$ cat config.mk
export PLATFORM = sky130hd
export DESIGN_NAME = clock_divider_multi
export DESIGN_NICKNAME = d
export VERILOG_FILES = /design/src/rtl/clock_divider_pkg.sv /design/src/rtl/clock_divider_multi_div_channel.sv /design/src/rtl/clock_divider_multi.sv
export SDC_FILE = /design/constraint.sdc
export NUM_CORES = 1
export LEC_CHECK = 0
export BUFFER_PORTS_ARGS = -buffer_cell sky130_fd_sc_hd__buf_2
export CAP_MARGIN = 15
export CORE_AREA = 2 2 164 166
export CTS_CLUSTER_DIAMETER = 150
export DETAILED_ROUTE_END_ITERATION = 16
export DIE_AREA = 0 0 166 168
export PLACE_DENSITY = 0.78
export SYNTH_ARGS = -nofsm -noshare
export SYNTH_HDL_FRONTEND = slang
export SYNTH_SLANG_ARGS = --single-unit
$ cat constraint.sdc
create_clock -name clk_in -period 8.92 [get_ports clk_in]
set_input_delay 0.892 -clock clk_in [delete_from_list [all_inputs] [get_ports clk_in]]
set_output_delay 0.892 -clock clk_in [all_outputs]
set_load 0.01 [all_outputs]
$ cat src/rtl/clock_divider_pkg.sv
// -----------------------------------------------------------------------------
// clock_divider_pkg
// Shared constants for the multi-channel clock divider.
//   CDM_DEFAULT_DIV : ratio every channel holds after reset
//   CDM_MIN_DIV     : smallest ratio that produces a waveform; below this a
//                     channel is held stopped with its outputs low
// -----------------------------------------------------------------------------
package clock_divider_pkg;

    localparam int unsigned CDM_DEFAULT_DIV = 2;
    localparam int unsigned CDM_MIN_DIV     = 2;

endpackage

$ cat src/rtl/clock_divider_multi_div_channel.sv
// -----------------------------------------------------------------------------
// div_channel
// One divider channel: period counter, shadowed ratio with boundary commit,
// and registered clk_out / tick / busy.
// Ports:
//   clk_in     : clock, all logic on rising edge
//   rst        : asynchronous active-high reset
//   i_en       : run enable for this channel
//   i_load     : strobe capturing i_div into the shadow ratio
//   i_div      : ratio field for this channel
//   i_sync     : global phase restart (also forces commit of a pending ratio)
//   o_clk_out  : divided waveform, high for ceil(div/2) cycles of each period
//   o_tick     : one-cycle pulse in the last cycle of each period
//   o_busy     : a loaded ratio is waiting to be committed
// -----------------------------------------------------------------------------
module div_channel
    import clock_divider_pkg::*;
#(
    parameter int W           = 16,
    parameter int DEFAULT_DIV = CDM_DEFAULT_DIV
) (
    input  logic         clk_in,
    input  logic         rst,
    input  logic         i_en,
    input  logic         i_load,
    input  logic [W-1:0] i_div,
    input  logic         i_sync,
    output logic         o_clk_out,
    output logic         o_tick,
    output logic         o_busy
);

    localparam logic [W-1:0] ONE      = W'(1);
    localparam logic [W-1:0] MIN_DIV  = W'(CDM_MIN_DIV);
    localparam logic [W-1:0] RST_DIV  = W'(DEFAULT_DIV);

    logic [W-1:0] r_cnt;
    logic [W-1:0] r_div_act;
    logic [W-1:0] r_shadow;
    logic         r_clk_out;
    logic         r_tick;
    logic         r_busy;

    logic [W-1:0] w_last;
    logic [W-1:0] w_hi;
    logic [W-1:0] w_next_shadow;
    logic         w_running;
    logic         w_wrap;
    logic         w_commit;

    assign w_running     = i_en && (r_div_act >= MIN_DIV);
    assign w_last        = r_div_act - ONE;
    // High phase is ceil(div/2): odd ratios spend the extra cycle high.
    assign w_hi          = r_div_act - (r_div_act >> 1);
    assign w_wrap        = w_running && (r_cnt == w_last);
    // A stopped channel has no period in flight, so a new ratio can take
    // effect immediately without producing a runt pulse.
    assign w_commit      = i_sync || !w_running || w_wrap;
    // A load arriving on the commit edge goes straight to the active ratio.
    assign w_next_shadow = i_load ? i_div : r_shadow;

    always_ff @(posedge clk_in or posedge rst) begin
        if (rst) begin
            r_cnt     <= '0;
            r_div_act <= RST_DIV;
            r_shadow  <= RST_DIV;
            r_clk_out <= 1'b0;
            r_tick    <= 1'b0;
            r_busy    <= 1'b0;
        end else begin
            r_shadow <= w_next_shadow;
            if (w_commit) begin
                r_div_act <= w_next_shadow;
                r_busy    <= 1'b0;
            end else if (i_load) begin
                r_busy    <= 1'b1;
            end

            // sync outranks the wrap so every channel restarts at cnt=0.
            if (i_sync || !w_running) begin
                r_cnt     <= '0;
                r_clk_out <= 1'b0;
                r_tick    <= 1'b0;
            end else begin
                r_clk_out <= (r_cnt < w_hi);
                r_tick    <= w_wrap;
                r_cnt     <= w_wrap ? '0 : (r_cnt + ONE);
            end
        end
    end

    assign o_clk_out = r_clk_out;
    assign o_tick    = r_tick;
    assign o_busy    = r_busy;

endmodule

$ cat src/rtl/clock_divider_multi.sv
// -----------------------------------------------------------------------------
// clock_divider_multi
// N independent clock-enable dividers driven from one input clock, each with
// a runtime ratio that changes only at a period boundary.
// Ports:
//   clk_in  : system clock
//   rst     : asynchronous active-high reset
//   en      : [N]   per-channel run enable
//   load    : [N]   per-channel ratio capture strobe
//   div_in  : [N*W] packed ratios, channel k in bits [k*W +: W]
//   sync    : global phase restart pulse
//   clk_out : [N]   divided waveforms (registered)
//   tick    : [N]   end-of-period pulses (registered)
//   busy    : [N]   pending-ratio flags (registered)
// -----------------------------------------------------------------------------
module clock_divider_multi
    import clock_divider_pkg::*;
#(
    parameter int N           = 4,
    parameter int W           = 16,
    parameter int DEFAULT_DIV = CDM_DEFAULT_DIV
) (
    input  logic           clk_in,
    input  logic           rst,
    input  logic [N-1:0]   en,
    input  logic [N-1:0]   load,
    input  logic [N*W-1:0] div_in,
    input  logic           sync,
    output logic [N-1:0]   clk_out,
    output logic [N-1:0]   tick,
    output logic [N-1:0]   busy
);

    for (genvar k = 0; k < N; k++) begin : g_ch
        logic [W-1:0] w_div;
        assign w_div = div_in[k*W +: W];

        div_channel #(
            .W           (W),
            .DEFAULT_DIV (DEFAULT_DIV)
        ) u_ch (
            .clk_in    (clk_in),
            .rst       (rst),
            .i_en      (en[k]),
            .i_load    (load[k]),
            .i_div     (w_div),
            .i_sync    (sync),
            .o_clk_out (clk_out[k]),
            .o_tick    (tick[k]),
            .o_busy    (busy[k])
        );
    end

endmodule

; ---- Word-level counts from Yosys, hierarchy flattened
; Index checks and enable logic that the tools add are counted.
[word_totals]
reg_bits = 204
elab_cells = 100
[op_classes]
addsub = 12
magnitude_cmp = 8
eq_ne = 4
muxes = 28
n_reduce_logical = 24
[op_table]
columns = op, count
row1 = $mux 16, 12
row2 = $add 16x1->16 const B, 4
row3 = $eq 16x16->1, 4
row4 = $ge 16x2->1 const B, 4
row5 = $lt 16x16->1, 4
row6 = $sub 16x1->16 const B, 4
row7 = $sub 16x15->16, 4
row8 = $mux 1, 16
row9 = $logic_and 1x1->1, 8
row10 = $logic_or 1x1->1, 8
row11 = $reduce_bool 2->1, 4
row12 = $logic_not 1->1, 4

; ---- Logic depth before layout (Yosys ltp)
; Gate-level depths: netlist of the first run.
[logic_depth]
word_depth = 6
depth_mapped = 18
ltp_nobuf = 18

; ---- Hierarchy
; Synthesis of the first run repeated with hierarchy kept, for this count alone.
[hier_totals]
cells_unflattened = 1594
area_unflattened_um2 = 16005.4
[by_module_without_submodules]
columns = module, n_inst, cells_each, area_per_inst_um2
row1 = div_channel at g_ch[0].u_ch ..., 2, 400, 3995.1
row2 = div_channel at g_ch[1].u_ch, 1, 395, 4020.1
row3 = div_channel at g_ch[3].u_ch, 1, 399, 3995.1

; ---- Worst setup path after synthesis of the first run
; Ideal clock, no wire load.
[synth_timing]
path_type = flip-flop to flip-flop
from = register g_ch[2].u_ch.r_div_act[1]
to = register g_ch[2].u_ch.r_clk_out
setup_ps = 66
arrival_ps = 3397
required_time_ps = 8854
setup_slack_ps = 5457
stages_incl_launch_ff = 14
n_path_buf = 0
period_less_slack_ps = 3463
path_cell_list = dfstp_2 inv_1 ha_1 o21ba_2 o21ai_0 a311oi_1 o21ai_0 a21oi_1 or4_1 nand4_1 ha_1 and4_1 a2111oi_0 o31a_1
[synth_via]
elab_chain_len = 5
word_cells_on_any_way = 7
[synth_rtl]
columns = item, line_no
row1 = start: declaration, clock_divider_multi_div_channel.sv:38  ; logic [W-1:0] r_div_act;
row2 = start signal: assignment, clock_divider_multi_div_channel.sv:73  ; r_div_act <= w_next_shadow;
row3 = branches (longest 4 deep; another with $sub 16x15->16), -
row4 = $mux 1 (*), clock_divider_multi_div_channel.sv:80  ; if (i_sync || !w_running) begin
row5 = end signal: assignment, clock_divider_multi_div_channel.sv:85  ; r_clk_out <= (r_cnt < w_hi);
row6 = end: declaration, clock_divider_multi_div_channel.sv:40  ; logic r_clk_out;
; Every way passes the cells marked *.
; A chain may end at the register's enable or synchronous reset.

; ---- Final worst setup path of the first run
; Same ends and word-level chain as after synthesis.

==> key figures, run 1 <==
Finish
  – Nets: about 1900
  – Layout area overhead: 9.08%
  – Fillers: 2062
  – Layout cells sized above 1: between 10% and 20%
  – Fin util: 64.1%
  – Antenna diode count: 0

Worst setup path
  – Kind of critical path: flip-flop to flip-flop
  – Critical Path Fanout Max: 7
  – Crit path DAT: 4.32 ns
  – Delay of the slowest cell on the worst path: 0.60 ns
  – CP Cell Sequence: inv_1 > ha_1 > o21ba_2 > o21ai_0 > a311oi_1 > o21ai_0 > a21oi_1 > or4_1 > nand4_1 > ha_1 > and4_1 > a2111oi_0 > o31a_1
  – Slowest cell on the critical path: dfstp_2
  – Reg2reg start: g_ch[2].u_ch.r_div_act[1]
  – R2r worst-path depth: 13
  – CP top delay family: compound AO/OA/AOI/OAI gates
  – Critical path startpoint category: flip-flop
  – Worst endpoint required time: 9.37 ns
  – CP Buf/Inv Count: 1
  – Crit. End Element: flip-flop
  – Worst R2R End: g_ch[2].u_ch.o_clk_out
  – Register-to-register setup slack: just over 5 ns

Global routing
  – Grt total ovfl: 0
  – Initial antenna violation count: 0
  – Number of global-route vias before repair: about 11000
  – Global-route wire length before repair: 55300 um
  – Largest net degree at the start of global routing: approximately 140
  – Tot GR Track Use: 23.6%

Clock network
  – Clk slew on worst S/H paths: about 0.06 ns
  – CTS tree: yes
  – PostCTS Resize Cnt: 0
  – Htree depth: 1
  – Post-CTS Hold Fix Bufs: 0
  – CTS Buffer Depth: 3
  – Postcts setup bufs: 0
  – CTS Root Cell: clkbuf_16
  – TritonCTS Buffers: 23
  – Clock Latency Late Sink: 0.51 ns
  – Clock sinks: approximately 200

Placed design
  – GPL Wtd Cong: 0.930
  – Hpwl dp: 24800 um
  – PortBufs: 86

Detailed routing
  – DR iter-0 viols: ~520
  – DRC: 0
  – Via-to-Cell Ratio: 5.61
  – Routed WL: 32300 um
  – Vias: 11126
  – Mean routed wirelength per cell: around 16 um
  – Antenna-violating nets left: 0
  – Drt first pass iters: 6

Synthesis
  – Synth Register Bits: 204
  – Compound-Gate Fraction of Synth Area: 9.87%
  – Syn_nets: ~1800
  – Largest family of logic cells by synthesized area: adder cells
  – Unique cell type count in the Yosys netlist: 71
  – XOR/XNOR Fraction of Synth Area: about an eighth
  – Post-Syn Instances: 1546
  – Sequential share of the synthesized area: 33.1%
  – Syn Area/Cell: 10.0 um2
  – Simple-gate share of the synthesized area: about an eighth
  – Synth Area in Adders: 18.0%
  – Post-synthesis async set-or-reset flop share: 100%
  – Ys flop type: dfrtp_1
  – Cell Area, Synth: 15500 um2
  – Number of enable flip-flop cells after synthesis: 0
  – Mux contribution to synthesized area: 9.88%
  – Synth warn: 0

Worst hold path
  – Hold crit path type: flip-flop to flip-flop
  – Hold depth: 2
  – Hold Path Origin: g_ch[2].u_ch.o_busy
  – Hold Path Sink: g_ch[2].u_ch.o_busy

Floorplanning
  – Placeable Area: 26400 um2
  – Die W: roughly 170 um
  – Row count: 60
  – Initial Util: about three fifths
  – Die area: 27900 um2
  – Die height: 168 um
  – I/O pins: 87

STA
  – Fmax: 258 MHz
  – RSZ-0062 raised after global routing: false
  – Fin. max-slew vios: 0
  – Worst slew pin tran: 0.952 ns
  – Final setup fails: 0
  – Rel. slew slack: a little over a third
  – Period utilization: between 40% and 50%
  – TNS Setup: 0 ns
  – Minimum clock period after layout: about 3.9 ns
  – Hold Fails Final Rpt: 0
  – Clk_skew: 0.0114 ns

Power
  – Pleak: 7.95 nW
  – Worst ir drop on vdd: 165 uV
  – PD cells: 197 nW/um2

Flow run
  – Max-Cap Viols: 0

Status
  – Status: completed
## worst max path at each step
| stage | cells past startpoint | slack (ns) | endpoint | from |
|---|---|---|---|---|
| after global routing | 15 | 4.74 | g_ch[2].u_ch.o_clk_out | g_ch[2].u_ch.r_div_act[1] |
| after global placement | 13 | 5.18 | g_ch[2].u_ch.o_clk_out | g_ch[2].u_ch.r_div_act[1] |
| after detailed placement | 13 | 5.08 | g_ch[2].u_ch.o_clk_out | g_ch[2].u_ch.r_div_act[1] |
| final | 13 | 5.04 | g_ch[2].u_ch.o_clk_out | g_ch[2].u_ch.r_div_act[1] |
| after CTS | 13 | 5.07 | g_ch[2].u_ch.o_clk_out | g_ch[2].u_ch.r_div_act[1] |
| after floorplan | 1 | 2.47 | g_ch[0].u_ch.o_busy | rst |
## flip-flops by register name, indices dropped and copies added, names as in the netlist
register and cells:
g_ch.u_ch.r_cnt 64, g_ch.u_ch.r_div_act 64, g_ch.u_ch.r_shadow 64, g_ch.u_ch.o_busy 4, g_ch.u_ch.o_clk_out 4, g_ch.u_ch.o_tick 4
## cell families after synthesis
family	after synthesis
fa+ha+maj	220
mux	132
buf+inv	159
xor+xnor	212
flops	204
simple gates	390
compound gates	229
## report_power, final
group          internal [mW]  switching (mW)  total, mW
Clock                  0.563           0.398      0.961
Sequential              1.01          0.0839       1.09
Combinational          0.578           0.697       1.28
## per-stage QoR
stage	area (um2)	hold slack [ns]	std cells	setup slack, ns	power, mW
2_1_floorplan	15500	0.461	1546	2.47	2.10
3_3_place_gp	16100	0.468	1941	5.18	2.32
3_5_place_dp	16100	0.478	1941	5.08	2.37
4_1_cts	16900	0.492	1982	5.07	3.35
5_1_grt	16900	0.508	1982	4.74	3.57
6_report	16900	0.488	1982	5.04	3.33
## worst min-delay path: cells and delay by family, from the launching register on
family,cells,cell delay [ns]
flops,1,0.34
simple gates,2,0.11
## synthesized netlist by cell type, drive strengths merged, types with 8 or more instances
library cell    n  area (um2)
xor2           92         806
nor2b          21         131
a21o           13        97.6
buf            29         244
nand2b         28         175
o21bai         12        90.1
nand3          42         210
o21ai          60         300
mux2          130        1510
nor3           12        60.1
a21oi          54         270
dfrtp         196        4900
o31ai           8        73.8
o211ai         11        82.6
nand4          19         119
dfstp           8         210
ha            216        2700
xnor2         120        1050
nand3b         10        75.1
inv           123         462
nand2          59         221
nor2          139         522
and3           19         119
## cell type report
class / count / area [um2] / area share (%)
clock inverter: 14 / 160 / 0.949
sequential: 204 / 5110 / 30.3
clock buffer: 27 / 621 / 3.68
multi-input combinational: 1183 / 9630 / 57.0
inverter: 123 / 469 / 2.78
tap: 341 / 427 / 2.53
timing repair buffer: 90 / 460 / 2.73
## layout by cell type (no fill, tap or decap), types with 28 or more instances in the layout
master	netlist	routed
a21oi_1	54	54
buf_2	5	86
dfrtp_1	196	196
ha_1	216	216
inv_1	123	122
mux2_2	114	114
nand2_1	59	59
nand2b_1	28	28
nand3_1	42	42
nor2_1	139	139
o21ai_0	59	59
xnor2_1	120	120
xor2_1	92	92
## layer usage
metal / GRT usage [%] / wire (um)
met5: 0 / 0
met3: 2.21 / 1210
met1: 32.0 / 14900
met4: 5.82 / 810
met2: 41.1 / 15400
Power figures use the tool's default switching activity.
==> inputs of run 2 (changes only) <==
clock period = 4 ns   (was 8.92 ns; I/O delays follow)
==> run 2 against run 1 <==
Clock power grew 130%. First-iteration DRC count shrank 1.7%. Largest cell class unchanged. Flip-flop and latch count is the same. Register-to-register slack lost 4.8 ns. Sequential power grew 120%. Core utilization grew 0.36 points. Highest routed layer unchanged. Cell area grew 0.56%. Non-clock buffer count grew 7. Final cell count grew 0.30%.
==> key figures, run 2 (synthesized netlist as in run 1, its figures left out) <==
Detailed routing
  – Antenna-violating nets left: 0 (unchanged)
  – Via-to-Cell Ratio: 5.63 (was 5.61)
  – Mean routed wirelength per cell: 16.2 um (was 16.3 um)
  – Routed WL: 32300 um (about the same)
  – DRC: 0 (unchanged)
  – Vias: 11202 (was 11126)
  – DR iter-0 viols: 514 (was 523)
  – Drt first pass iters: 5 (was 6)

Power
  – Worst ir drop on vdd: 362 uV (was 165 uV)
  – PD cells: 442 nW/um2 (was 197 nW/um2)
  – Total Power: 7.50 mW (was 3.33 mW)
  – Pleak: 8.00 nW (was 7.95 nW)

Floorplanning
  – Die height: 168 um (unchanged)
  – Placeable Area: 26400 um2 (unchanged)
  – Initial Util: 58.7% (unchanged)
  – I/O pins: 87 (unchanged)
  – Die W: 166 um (unchanged)
  – Die area: 27900 um2 (unchanged)
  – Row count: 60 (unchanged)

Worst setup path
  – Slowest cell on the critical path: dfstp_2 (unchanged)
  – Kind of critical path: flip-flop to flip-flop (unchanged)
  – Critical path startpoint category: flip-flop (unchanged)
  – Worst endpoint required time: 4.45 ns (was 9.37 ns)
  – CP Cell Sequence: ha_1 > inv_1 > fa_1 > nand2b_1 > a21oi_1 > o21ba_2 > o31ai_1 > nand4_1 > o211ai_1 > xnor2_1 > ha_1 > and4_1 > a2111oi_0 > o31a_1 (was inv_1 > ha_1 > o21ba_2 > o21ai_0 > a311oi_1 > o21ai_0 > a21oi_1 > or4_1 > nand4_1 > ha_1 > and4_1 > a2111oi_0 > o31a_1)
  – Most frequent CP cell: ha_1
  – Critical Path Fanout Max: 7 (unchanged)
  – Crit path DAT: 4.19 ns (was 4.32 ns)
  – Crit. End Element: flip-flop (unchanged)
  – Delay of the slowest cell on the worst path: 0.61 ns (was 0.60 ns)

STA
  – Period utilization: 93.5% (was 43.5%)
  – Hold Fails Final Rpt: 0 (unchanged)
  – RSZ-0062 raised after global routing: false (unchanged)
  – Worst slew pin tran: 0.673 ns (was 0.952 ns)
  – Fmax: 267 MHz (was 258 MHz)
  – TNS Setup: 0 ns (unchanged)
  – Fin. max-slew vios: 0 (unchanged)
  – Rel. slew slack: 55.1% (was 36.5%)
  – Minimum clock period after layout: 3.74 ns (was 3.88 ns)
  – Clk_skew: 0.0143 ns (was 0.0114 ns)
  – Final setup fails: 0 (unchanged)

Finish
  – Multi-input gate area: 9630 um2 (about the same)
  – Top flop regs: g_ch.u_ch.r_cnt x64, g_ch.u_ch.r_div_act x64, g_ch.u_ch.r_shadow x64 (unchanged)
  – Antenna diode count: 0 (unchanged)
  – Register area: 5110 um2 (unchanged)
  – Leading cell type in the layout, fill and taps excluded: ha_1 (unchanged)
  – Nets: 1926 (was 1920)
  – Layout area overhead: 9.70% (was 9.08%)
  – Most frequent cells in the layout: ha_1, dfrtp_1, nor2_1 (unchanged)
  – Layout cells sized above 1: 17.4% (was 17.3%)
  – Fillers: 2104 (was 2062)
  – Fin cells: 1988 (was 1982)

Placed design
  – PortBufs: 86 (unchanged)
  – GPL Wtd Cong: 0.930 (about the same)
  – Inst Count DP: 1947 (was 1941)
  – Hpwl dp: 25100 um (was 24800 um)

Clock network
  – CTS Root Cell: clkbuf_16 (unchanged)
  – CTS tree: yes (unchanged)
  – Clock sinks: 204 (unchanged)
  – Clock Latency Late Sink: 0.51 ns (about the same)
  – Htree depth: 1 (unchanged)
  – CTS Buffer Depth: 3 (unchanged)
  – TritonCTS Buffers: 22 (was 23)
  – Clk slew on worst S/H paths: 0.06 ns (about the same)

Flow run
  – Max-Cap Viols: 0 (unchanged)

Global routing
  – Grt total ovfl: 0 (unchanged)
  – Global-route wire length before repair: 54700 um (was 55300 um)
  – Largest net degree at the start of global routing: 115 (was 141)
  – Number of global-route vias before repair: 11355 (was 11400)
  – Initial antenna violation count: 0 (unchanged)
  – Tot GR Track Use: 23.4% (was 23.6%)

Status
  – Status: completed (unchanged)

Worst hold path
  – Hold crit path type: input port to flip-flop (was flip-flop to flip-flop)
run 2: layout make-up:
type                            count  share of cell area, %
Multi-Input combinational cell   1183                   56.7
Clock buffer                       31                   3.74
Sequential cell                   204                   30.1
Timing Repair Buffer               97                   3.18
Tap cell                          341                   2.51
Clock inverter                      9                  0.929
Inverter                          123                   2.74
run 2: what timing repair did:
action,4_1_cts,5_1_grt
hold endpoints to repair,22,0
gates resized for setup,0,4
setup buffers,0,0
setup endpoints to repair,0,3
hold buffers,1,0
run 2: path summary, 6_finish.rpt:
kind,from,end,slack [ns],cells past startpoint
setup / recovery,g_ch[2].u_ch.r_div_act[1],g_ch[2].u_ch.o_clk_out,0.26,14
hold / removal,div_in[47],g_ch[2].u_ch.r_shadow[15],0.14,2
setup reg to reg,g_ch[2].u_ch.r_div_act[1],g_ch[2].u_ch.o_clk_out,0.26,14
hold reg to reg,g_ch[0].u_ch.o_busy,g_ch[0].u_ch.o_busy,0.49,2
max in group asynchronous,rst,g_ch[2].u_ch.r_div_act[13],2.50,4
min in group asynchronous,rst,g_ch[0].u_ch.r_shadow[3],0.53,3
run 2: power breakdown:
part / switching, mW / total (mW) / internal [mW]
Clock: 0.845 / 2.22 / 1.37
Combinational: 1.56 / 2.86 / 1.30
Sequential: 0.180 / 2.43 / 2.25
run 2: per-layer routing:
| metal | track usage [%] | wire length [um] |
|---|---|---|
| met3 | 3.08 | 1430 |
| met4 | 6.43 | 730 |
| met5 | 0 | 0 |
| met2 | 40.3 | 15300 |
| met1 | 31.1 | 14800 |
run 2: critical path: cells and delay by family (launching register included):
family                   cells  cell delay, ns
XOR/XNOR                     1            0.17
AO/OA/AOI/OAI                6            1.51
AND/OR/NAND/NOR              3            0.48
adder cells (fa/ha/maj)      3            0.87
buffers and inverters        1            0.05
flip-flops                   1            0.61
run 2: metrics by stage:
stage | cell area [um2] | utilization, % | hold WS (ns) | worst slack [ns]
2_1_floorplan | 15500 | - | 0.461 | 0.537
3_3_place_gp | 16200 | 61.3 | 0.467 | 0.431
3_5_place_dp | 16200 | 61.3 | 0.478 | 0.246
4_1_cts | 17000 | 64.4 | 0.118 | 0.227
5_1_grt | 17000 | 64.4 | 0.122 | 0.0282
6_report | 17000 | 64.4 | 0.136 | 0.261
